### src/rtl/aes_pkg.sv
// Shared AES types and GF(2^8) helpers used by the MixColumns datapath.
package aes_pkg;

  localparam logic [7:0] AES_GF_POLY = 8'h1B;

  typedef logic [7:0]   aes_byte_t;
  typedef logic [31:0]  aes_col_t;
  typedef logic [127:0] aes_state_t;

  typedef enum logic [1:0] {
    MC_IDLE = 2'd0,
    MC_MIX  = 2'd1,
    MC_OUT  = 2'd2
  } mc_state_e;

  function automatic aes_byte_t xtime(input aes_byte_t b);
    return {b[6:0], 1'b0} ^ (b[7] ? AES_GF_POLY : 8'h00);
  endfunction

  // Only the constants of the forward and inverse matrices are needed; 1 falls to default.
  function automatic aes_byte_t gf_mul_const(input aes_byte_t b, input logic [3:0] k);
    aes_byte_t x2, x4, x8, r;
    x2 = xtime(b);
    x4 = xtime(x2);
    x8 = xtime(x4);
    case (k)
      4'd2:    r = x2;
      4'd3:    r = x2 ^ b;
      4'd9:    r = x8 ^ b;
      4'd11:   r = x8 ^ x2 ^ b;
      4'd13:   r = x8 ^ x4 ^ b;
      4'd14:   r = x8 ^ x4 ^ x2;
      default: r = b;
    endcase
    return r;
  endfunction

endpackage

### src/rtl/aes_mix_column.sv
// Combinational single-column mixer: forward MixColumns or InvMixColumns.
module aes_mix_column
  import aes_pkg::*;
(
  input  aes_col_t col_i,
  input  logic     inv_i,
  output aes_col_t col_o
);

  aes_byte_t  a    [4];
  aes_byte_t  r    [4];
  logic [3:0] coef [4];
  logic [1:0] sel;

  // Row i uses the base coefficient row rotated right by i.
  always_comb begin
    sel = '0;
    for (int j = 0; j < 4; j++) a[j] = col_i[31-8*j -: 8];
    if (inv_i) coef = '{4'd14, 4'd11, 4'd13, 4'd9};
    else       coef = '{4'd2,  4'd3,  4'd1,  4'd1};
    for (int i = 0; i < 4; i++) begin
      r[i] = '0;
      for (int j = 0; j < 4; j++) begin
        sel  = 2'(j - i);
        r[i] = r[i] ^ gf_mul_const(a[j], coef[sel]);
      end
    end
  end

  assign col_o = {r[0], r[1], r[2], r[3]};

endmodule

### src/rtl/aes_mixcol_ctrl.sv
// Column-serial MixColumns sequencer: accepts one state, mixes it in place
// COLS_PER_CYCLE columns at a time, then holds the result for the consumer.
module aes_mixcol_ctrl
  import aes_pkg::*;
#(
  parameter int COLS_PER_CYCLE = 1
) (
  input  logic       clk,
  input  logic       rst,
  input  logic       in_valid,
  output logic       in_ready,
  input  aes_state_t in_state,
  input  logic       in_inv,
  input  logic       in_bypass,
  output logic       out_valid,
  input  logic       out_ready,
  output aes_state_t out_state,
  output logic       busy,
  output logic [1:0] dbg_state
);

  if (!(COLS_PER_CYCLE == 1 || COLS_PER_CYCLE == 2 || COLS_PER_CYCLE == 4)) begin : g_bad_cols
    $error("aes_mixcol_ctrl: COLS_PER_CYCLE must be 1, 2 or 4");
  end

  localparam logic [1:0] COL_STEP = 2'(COLS_PER_CYCLE);
  localparam logic [1:0] LAST_COL = 2'(4 - COLS_PER_CYCLE);

  mc_state_e  state_q,   state_d;
  logic [1:0] col_cnt_q, col_cnt_d;
  aes_state_t work_q,    work_d;
  logic       inv_q,     inv_d;

  logic [1:0] col_idx [COLS_PER_CYCLE];
  aes_col_t   mix_in  [COLS_PER_CYCLE];
  aes_col_t   mix_out [COLS_PER_CYCLE];

  // Column c sits at bits [127-32c -: 32]; 127-32c == {~c, 5'h1f} for 2-bit c.
  for (genvar g = 0; g < COLS_PER_CYCLE; g++) begin : g_mixer
    assign col_idx[g] = col_cnt_q + 2'(g);
    assign mix_in[g]  = work_q[{~col_idx[g], 5'h1f} -: 32];
    aes_mix_column u_mix (
      .col_i (mix_in[g]),
      .inv_i (inv_q),
      .col_o (mix_out[g])
    );
  end

  // Handshakes: a transfer happens on a rising edge where valid && ready;
  // valid never depends on ready, and out_state holds while out_valid && !out_ready.
  always_comb begin
    state_d   = state_q;
    col_cnt_d = col_cnt_q;
    work_d    = work_q;
    inv_d     = inv_q;
    case (state_q)
      MC_IDLE: begin
        if (in_valid && in_ready) begin
          work_d    = in_state;
          inv_d     = in_inv;
          col_cnt_d = '0;
          state_d   = in_bypass ? MC_OUT : MC_MIX;
        end
      end
      MC_MIX: begin
        for (int g = 0; g < COLS_PER_CYCLE; g++) begin
          work_d[{~col_idx[g], 5'h1f} -: 32] = mix_out[g];
        end
        col_cnt_d = col_cnt_q + COL_STEP;
        if (col_cnt_q == LAST_COL) state_d = MC_OUT;
      end
      MC_OUT: begin
        if (out_ready) state_d = MC_IDLE;
      end
      default: state_d = MC_IDLE;
    endcase
  end

  always_ff @(posedge clk) begin
    if (rst) begin
      state_q   <= MC_IDLE;
      col_cnt_q <= '0;
      work_q    <= '0;
      inv_q     <= 1'b0;
    end else begin
      state_q   <= state_d;
      col_cnt_q <= col_cnt_d;
      work_q    <= work_d;
      inv_q     <= inv_d;
    end
  end

  assign in_ready  = (state_q == MC_IDLE) && !rst;
  assign out_valid = (state_q == MC_OUT);
  assign busy      = (state_q != MC_IDLE);
  assign out_state = work_q;
  assign dbg_state = state_q;

endmodule

### config.mk
export PLATFORM = sky130hd
export DESIGN_NAME = aes_mixcol_ctrl
export DESIGN_NICKNAME = d
export VERILOG_FILES = /design/src/rtl/aes_pkg.sv /design/src/rtl/aes_mix_column.sv /design/src/rtl/aes_mixcol_ctrl.sv
export SDC_FILE = /design/constraint.sdc
export NUM_CORES = 1
export LEC_CHECK = 0
export BUFFER_PORTS_ARGS = -buffer_cell sky130_fd_sc_hd__buf_2
export CAP_MARGIN = 20
export CORE_MARGIN = 4
export CORE_UTILIZATION = 39
export CTS_BUF_LIST = sky130_fd_sc_hd__clkbuf_8 sky130_fd_sc_hd__clkbuf_16
export CTS_CLUSTER_SIZE = 40
export DETAILED_ROUTE_END_ITERATION = 7
export GPL_ROUTABILITY_DRIVEN = 1
export GPL_TIMING_DRIVEN = 0
export SLEW_MARGIN = 5
export SYNTH_ARGS = -nofsm -noshare
export SYNTH_HDL_FRONTEND = slang
export SYNTH_SLANG_ARGS = --single-unit
### constraint.sdc
create_clock -name clk -period 5.75 [get_ports clk]
set_clock_uncertainty 0.1 [all_clocks]
set_input_delay 0.8625 -clock clk [delete_from_list [all_inputs] [get_ports clk]]
set_output_delay 0.8625 -clock clk [all_outputs]
set_load 0.02 [all_outputs]
## After elaboration in Yosys (flattened, before gate mapping)

Cells that the tools add are included.

- $add $sub $neg: 2
- Eq/ne operators: 30
- Shifts and indexed selects: 3
- Muxes and demuxes: 39
- Bitwise operators: 53
- Reductions and logical operators: 9

Operators with widths:

| cell | number |
|---|---|
| $pmux W8 S6 | 16 |
| $xor A8 B8 Y8 | 51 |
| $pmux W128 S2 | 1 |
| $shift A32 B9 Y159 const A | 1 |
| $shiftx A159 B8 Y32 | 1 |
| $shiftx A32 B9 Y159 | 1 |
| $bwmux W128 | 1 |
| $mux W128 | 1 |
| $eq A4 B4 Y1 const B | 16 |
| $mux W5 | 12 |
| $eq A4 B2 Y1 const B | 8 |
| $mux W16 | 1 |
| $mux W2 | 5 |
| $neg A7 Y9 | 1 |
| $xor A8 B5 Y8 | 1 |
| $pmux W2 S3 | 1 |
| $eq A2 B2 Y1 const B | 2 |
| $ne A2 B2 Y1 const B | 2 |
| $pmux W2 S2 | 1 |
| $reduce_and A2 Y1 | 2 |
| $reduce_bool A2 Y1 | 2 |
| $reduce_and A3 Y1 | 1 |
| $add A2 B1 Y2 const B | 1 |
| $eq A2 B1 Y1 const B | 1 |
| other kinds (5) | 6 |

- Register bits after elaboration: 133
- Input bits: 134
- Output and inout bits: 133
- Logic and storage cells: 140

## Depth between registers and ports, before layout

Gate-level depths: netlist of the first run.

- Depth after elaboration: 17
- Mapped depth: 12
- Depth with buffers taken out: 8

## Modules after synthesis

A second synthesis of the first run with hierarchy kept.

- Cells, all modules: 912
- Area, all modules: 9470.3 um^2

Modules (own cells, without submodules):

| module | times used | cells an instance | area an instance (um^2) | seq. area each (um^2) |
|---|---|---|---|---|
| aes_mixcol_ctrl | 1 | 687 | 7253.2 | 2662.6 |
| aes_mix_column | 1 | 225 | 2217.1 | 0.0 |

## Worst setup path after synthesis of the first run

OpenSTA, ideal clock, no wires.

- Path type: flip-flop to flip-flop
- Start: register col_cnt_q[1]
- End: register work_q[44] (netlist: out_state[44])
- Library setup time: 134 ps
- Arrival time: 3079 ps
- Data required time: 5516 ps
- Setup slack: 2438 ps
- Stages on the path, launching flop included: 11
- Buffers on the path: 2
- Period minus slack after synthesis: 3312 ps
- Cells stage by stage: dfxtp_1 buf_6 mux4_2 buf_2 xnor2_1 xnor3_1 xor2_1 xnor3_1 nand2b_1 xnor2_1 o22ai_1

- Longest elaborated chain between the ends: 15
- Elaborated cells between the ends (all ways): 87
- Classes of those cells: add/sub (1); shift (3); mux (30); bitwise (53)

RTL lines:

| item | line | text |
|---|---|---|
| start: declaration | aes_mixcol_ctrl.sv:30 | `logic [1:0] col_cnt_q, col_cnt_d;` |
| start signal: assignment | aes_mixcol_ctrl.sv:87 | `col_cnt_q <= col_cnt_d;` |
| $not A2 Y2 * | aes_mixcol_ctrl.sv:41, aes_mixcol_ctrl.sv:67 |  |
| $shiftx A159 B8 Y32 | aes_mixcol_ctrl.sv:41 | `assign mix_in[g] = work_q[{~col_idx[g], 5'h1f} -: 32];` |
| $xor A8 B8 Y8 or $mux W5 (tied branches) (2 in series) | aes_pkg.sv:17 | `return {b[6:0], 1'b0} ^ (b[7] ? AES_GF_POLY : 8'h00);` |
| $mux W5 or $xor A8 B8 Y8 (tied branches) | aes_pkg.sv:17 |  |
| $xor A8 B8 Y8 | aes_pkg.sv:17 |  |
| $xor A8 B8 Y8 (on tied branches) | aes_pkg.sv:31, aes_pkg.sv:32, aes_pkg.sv:30 |  |
| $xor A8 B8 Y8 (on tied branches) | aes_pkg.sv:32, aes_pkg.sv:30, aes_pkg.sv:31 |  |
| $pmux W8 S6 | aes_pkg.sv:26 | `case (k)` |
| $xor A8 B8 Y8 (3 in series) | aes_mix_column.sv:25 | `r[i] = r[i] ^ gf_mul_const(a[j], coef[sel]);` |
| $shiftx A32 B9 Y159 | aes_mixcol_ctrl.sv:67 | `work_d[{~col_idx[g], 5'h1f} -: 32] = mix_out[g];` |
| $bwmux W128 * | aes_mixcol_ctrl.sv:67 |  |
| $pmux W128 S2 * | aes_mixcol_ctrl.sv:56 | `case (state_q)` |
| end signal: assignment | aes_mixcol_ctrl.sv:88 | `work_q <= work_d;` |
| end: declaration | aes_mixcol_ctrl.sv:31 | `aes_state_t work_q, work_d;` |

Every way passes the cells marked *; elsewhere a longest branch is shown, timed or not.
A chain may end at the register's enable or synchronous reset.

## Worst setup path after layout of the first run

- Start: register col_cnt_q[0]
- End: register work_q[35] (netlist: out_state[35])

The elaborated chain is that of the path after synthesis.

==> results.py, run 1 <==
metrics = {
    "placed_design": {
        "hpwl_mm": 30.03,
        "globalplace.congestion": 0.9445,
        "dpl_cell_area_mm2": 0.01025,
        "portBuffers": 266,
    },
    "clock_tree": {
        "postCtsHoldBufs": 0,
        "cts_buffer_depth": 2,
        "cts_root_buf": "clkbuf_16",
        "cts_tree": "yes",
        "cts_made_buffers": 17,
        "clk_pin_slew_worst_paths_ns": 0.06,
        "htree_levels": 4,
        "post_cts_resized": 0,
        "cts.sinks": 133,
        "clock_latency_ns": 0.44,
        "cts_setup_buffers": 0,
    },
    "power_and_ir_drop": {
        "internal_power_mw": 2.640,
        "p_clk_share_pct": 23.0,
        "cellPowerDensity_mw_per_mm2": 428.4,
        "p_comb_share_pct": 53.4,
        "p_sw_share_pct": 42.90,
        "leakage_nw": 4.722,
        "p_seq_share_pct": 23.6,
        "p_sw_mw": 1.984,
        "ir_worst_vdd_mv": 0.2729,
    },
    "global_routing": {
        "antenna_found_initial": 0,
        "grt_max_degree": 17,
        "grt_first_pass_wirelength_mm": 56.45,
        "overflow": 0,
        "grt_pass1_vias": 9039,
        "grt_util_all_layers_pct": 31.07,
    },
    "synth": {
        "yosysTopAreaCellShare_pct": 31.12,
        "yosys.area.top_type": "dfxtp_1",
        "synth_ff_type": "dfxtp_1",
        "yosysWarningCount": 0,
        "yosysUniqueCellTypes": 44,
        "yosys-top-cells-area": "dfxtp_1 (31%), xnor2_1 (11%), mux4_2 (8.4%), a221oi_1 (5.3%), xor2_1 (5.1%)",
        "synth-seq-cells": 133,
        "synth_edf_count": 0,
        "synth_most_common_cell": "dfxtp_1",
        "synthTopCellsByCount": "dfxtp_1 (133), xnor2_1 (108), nor2_1 (93), a21oi_1 (67), clkbuf_1 (59)",
        "synth_fp_nets": 1063,
        "syn_area_mm2": 0.008554,
        "seq_area_frac_synth_pct": 31.12,
        "avgSynthCellArea_um2": 9.248,
        "postSynthCellCount": 925,
        "ys_async_sr_fraction_pct": 0,
    },
    "cells_and_area": {
        "n_fill_cell": 2061,
        "nNetsFinal": 1350,
        "multiInputGateArea_mm2": 0.005522,
        "antenna_cells": 0,
        "fin_area_mm2": 0.01080,
        "drive_above_1_share_pct": 29.76,
        "syn_to_final_growth_pct": 26.20,
        "seqCellArea_mm2": 0.002663,
    },
    "detailed_routing": {
        "dr.pass1.iters": 6,
        "vias": 9108,
        "wirelength_mm": 39.02,
        "wire_per_inst_um": 26.05,
        "ant_nets": 0,
        "drt_iter0_drc": 1081,
        "via_per_inst": 6.080,
        "drcViolationCount": 0,
    },
    "sta": {
        "setup-violations-final": 0,
        "slew_viol_final": 0,
        "max_slew_margin_pct": 25.83,
        "fin_crit_ns": 4.261,
        "setup_tns_ns": 0,
        "finalCritPeriodShare_pct": 74.10,
        "max_freq_mhz": 234.7,
        "grt_setup_unrepaired": "no",
        "tightestPinTransition_ns": 1.112,
        "hold_viol_final": 0,
    },
    "floorplanning": {
        "rows": 53,
        "initial_core_util_pct": 40.19,
        "ios": 267,
        "die_w_um": 156.1,
        "coreArea_mm2": 0.02129,
        "die_h_um": 156.1,
        "die_area_mm2": 0.02437,
    },
    "critical_path": {
        "critPathMaxFanout": 10,
        "crit_arrival_ns": 4.52,
        "rrSetupSlack_ns": 1.49,
        "worstPathRequired_ns": 6.01,
        "critPathCaptureType": "flip-flop",
        "startpoint_type": "flip-flop",
        "critical_path_class": "flip-flop to flip-flop",
    },
    "outcome": {
        "outcome": "complete, no violations",
    },
    "min_path": {
        "hp-class": "flip-flop to flip-flop",
    },
    "run": {
        "max_cap_viol_count": 0,
    },
}
-- cells by family after synthesis --
logic type,after synthesis,share of synthesized area [%]
xor gates and xnor gates,187,23.29
AOI/OAI and AO/OA,220,17.73
adders and majority gates,4,0.5851
muxes,35,8.776
DFF,133,31.12
and+or+nand+nor,263,14.11
buffers and inverters,83,4.388
-- registers in the layout, indices dropped and copies added (netlist names) --
name       count
col_cnt_q      2
out_state    128
inv_q          1
dbg_state      2
-- final cells by class --
cell class / instances / share of cell area (%)
Inverter: 2 / 0.06954
Multi-Input combinational cell: 709 / 51.15
Clock inverter: 13 / 1.113
Sequential cell: 133 / 24.66
Tap cell: 275 / 3.187
Buffer: 81 / 3.407
Clock buffer: 17 / 3.941
Timing Repair Buffer: 268 / 12.47
-- power groups by stage --
stage / clock network (mW) / registers (mW) / logic, mW
2_1_floorplan: 0 / 1.18 / 1.62
3_3_place_gp: 0 / 1.11 / 2.40
3_5_place_dp: 0 / 1.10 / 2.40
4_1_cts: 1.05 / 1.09 / 2.42
5_1_grt: 1.09 / 1.10 / 2.58
6_report: 1.06 / 1.09 / 2.47
-- layout by cell type (no fill, tap or decap), drive strengths merged, types with 5 or more instances in the layout --
cell / n
nand2: 49
nor2: 93
o21ai: 17
buf: 290
clkbuf: 76
nand3: 10
a221oi: 56
xor2: 51
o22ai: 33
a31oi: 5
a211oi: 13
and3: 37
a21oi: 67
nor3: 58
nand2b: 6
xnor2: 117
clkinv: 6
a211o: 8
a2bb2oi: 12
mux4: 32
xnor3: 16
dfxtp: 133
-- path summary, 6_finish.rpt --
check,cells past startpoint,end,from
worst min register to register,2,out_state[83],out_state[83]
worst max register to register,12,out_state[35],col_cnt_q[0]
worst max-delay path,12,out_state[35],col_cnt_q[0]
worst min-delay path,2,out_state[83],out_state[83]
-- through the flow --
stage               instances  hold slack [ns]  utilization (%)  setup WS [ns]  total power, mW
global placement         1466           0.3640            48.06          1.577            3.508
CTS                      1498           0.3824            50.71          1.549            4.562
floorplan                 925           0.4531                -          2.438            2.806
global route             1498           0.4080            50.71          1.262            4.775
detailed placement       1468           0.3740            48.15          1.576            3.507
finish                   1498           0.3834            50.71          1.489            4.624
-- worst max-delay path: stages, from the launching register on --
cell	delay (ns)
dfxtp_1	0.43
buf_4	0.28
buf_6	0.25
buf_4	0.30
mux4_2	0.39
buf_4	0.23
xnor2_2	0.49
xnor3_1	0.45
xnor3_1	0.22
nand2_1	0.10
xnor2_1	0.59
nand2_1	0.13
a31oi_1	0.19
-- per-layer routing --
metal	up-vias	wire (µm)	track usage, %
met3	152	3660	5.992
met4	0	2170	15.08
met5	-	0	0
met1	4382	15040	40.34
li1	3956	-	-
met2	618	18150	49.78
No activity file was read; power rests on OpenSTA's default activity.
==> inputs of run 2 (changes only) <==
- clock period: 5.75 -> 4.14 ns (I/O delays scaled with it)
==> run 2 against run 1 <==
Worst hold slack worse by 0.068 ns. Sequential share of layout area down 0.31 points. Sequential power up 39%. Final cell count unchanged. Register-to-register slack worse by 1.4 ns. Flip-flop and latch count unchanged. Die area unchanged. Worst setup slack worse by 1.4 ns. Global-route usage about the same. Count of clock-buffer cells in the layout unchanged.
==> results.py, run 2 (synthesis results as in run 1) <==
metrics = {
    "outcome": {
        "outcome": "complete, no violations",
    },
    "clock_tree": {
        "cts_made_buffers": 17,
        "clk_pin_slew_worst_paths_ns": 0.06,
        "cts_root_buf": "clkbuf_16",
        "cts.sinks": 133,
        "clock_latency_ns": 0.44,
        "cts_buffer_depth": 2,
        "postCtsHoldBufs": 0,
        "cts_tree": "yes",
        "htree_levels": 4,
        "cts_setup_buffers": 0,
    },
    "critical_path": {
        "worstPathCellList": "buf_4 > buf_6 > buf_4 > buf_4 > mux4_2 > xor2_1 > xnor2_1 > xor2_1 > xnor3_1 > nand2b_1 > xnor2_1 > o22ai_1",
        "path_delay_family": "XOR/XNOR gates",
        "critPathMaxFanout": 10,
        "critical_path_class": "flip-flop to flip-flop",
        "crit_arrival_ns": 4.21,
        "critPathCaptureType": "flip-flop",
        "crit_buf_inv": 4,
        "startpoint_type": "flip-flop",
        "worstPathRequired_ns": 4.33,
        "path_common_cell": "buf_4",
        "crit_slowest_cell": "xnor2_1",
        "max_stage_delay_ns": 0.46,
    },
    "power_and_ir_drop": {
        "ir_worst_vdd_mv": 0.3807,
        "p_total_mw": 6.585,
        "leakage_nw": 4.784,
        "cellPowerDensity_mw_per_mm2": 602.2,
    },
    "global_routing": {
        "grt_util_all_layers_pct": 31.07,
        "grt_pass1_vias": 9043,
        "grt_first_pass_wirelength_mm": 56.46,
        "overflow": 0,
        "antenna_found_initial": 0,
        "grt_max_degree": 17,
    },
    "sta": {
        "tightestPinTransition_ns": 1.107,
        "max_slew_margin_pct": 26.23,
        "setup-violations-final": 0,
        "slew_viol_final": 0,
        "finalCritPeriodShare_pct": 97.12,
        "grt_setup_unrepaired": "yes",
        "hold_viol_final": 0,
        "fin_crit_ns": 4.021,
        "max_freq_mhz": 248.7,
        "setup_tns_ns": 0,
    },
    "cells_and_area": {
        "drive_above_1_share_pct": 30.66,
        "final_cells": 1498,
        "syn_to_final_growth_pct": 27.82,
        "layout_common_cells": "buf_2 (272), dfxtp_1 (133), xnor2_1 (99)",
        "nNetsFinal": 1350,
        "mostFrequentLayoutCell": "buf_2",
        "post-route-util_pct": 51.37,
        "antenna_cells": 0,
        "largest_reg_flops": 128,
    },
    "floorplanning": {
        "initial_core_util_pct": 40.19,
        "rows": 53,
        "die_h_um": 156.1,
        "ios": 267,
        "die_area_mm2": 0.02437,
        "coreArea_mm2": 0.02129,
        "die_w_um": 156.1,
    },
    "placed_design": {
        "globalplace.congestion": 0.9445,
        "dp.cells": 1468,
        "hpwl_mm": 30.03,
        "portBuffers": 266,
    },
    "detailed_routing": {
        "vias": 9119,
        "wire_per_inst_um": 26.07,
        "via_per_inst": 6.087,
        "drt_iter0_drc": 979,
        "ant_nets": 0,
        "drcViolationCount": 0,
        "dr.pass1.iters": 5,
        "wirelength_mm": 39.06,
    },
    "run": {
        "max_cap_viol_count": 0,
    },
    "min_path": {
        "hp-class": "input port to flip-flop",
    },
}
-- run 2: where the power goes --
part           internal, mW  switching, mW
Sequential             1.40          0.115
Combinational          1.51           2.09
Clock                 0.866          0.613
-- run 2: worst paths after layout --
path,start,endpoint,slack (ns),cells after the start
setup / recovery,col_cnt_q[0],out_state[12],0.12,12
hold / removal,in_inv,inv_q,0.32,3
setup reg to reg,col_cnt_q[0],out_state[12],0.12,12
hold reg to reg,out_state[83],out_state[83],0.38,2
-- run 2: worst register-to-register path, cell delays in order, from the launching register on --
cell	delay, ns
dfxtp_1	0.43
buf_4	0.28
buf_6	0.26
buf_4	0.31
buf_4	0.30
mux4_2	0.41
xor2_1	0.21
xnor2_1	0.27
xor2_1	0.26
xnor3_1	0.24
nand2b_1	0.20
xnor2_1	0.46
o22ai_1	0.16
-- run 2: layout make-up --
cell class / count / area (µm²)
fill: 2039 / 10350
multi-input combinational: 709 / 5660
sequential: 133 / 2663
timing repair buffer: 268 / 1346
clock buffer: 17 / 425.4
buffer: 81 / 367.9
tap: 275 / 344.1
clock inverter: 13 / 120.1
inverter: 2 / 7.507
-- run 2: through the flow --
step                hold WS [ns]  area, µm²  setup WS, ns
global route              0.3424      10930      -0.02472
global placement          0.3640      10230      -0.03324
floorplan                 0.4531       8554        0.8277
detailed placement        0.3740      10250      -0.03399
CTS                       0.3105      10810      -0.06047
finish                    0.3154      10930        0.1190
-- run 2: repair_timing --
action | CTS | global route
endpoints found under the setup margin | 13 | 38
gates resized for setup | 2 | 14
pin swaps | 0 | 1
-- run 2: routing by layer --
metal | vias to the layer above | wire length (µm) | GRT usage, % | part of all wire [%]
met5 | - | 0 | 0 | 0
met4 | 0 | 2031 | 15.08 | 5.2
met3 | 143 | 3682 | 5.992 | 9.4
met2 | 610 | 18270 | 49.78 | 47
met1 | 4417 | 15080 | 40.35 | 39
li1 | 3949 | - | - | -
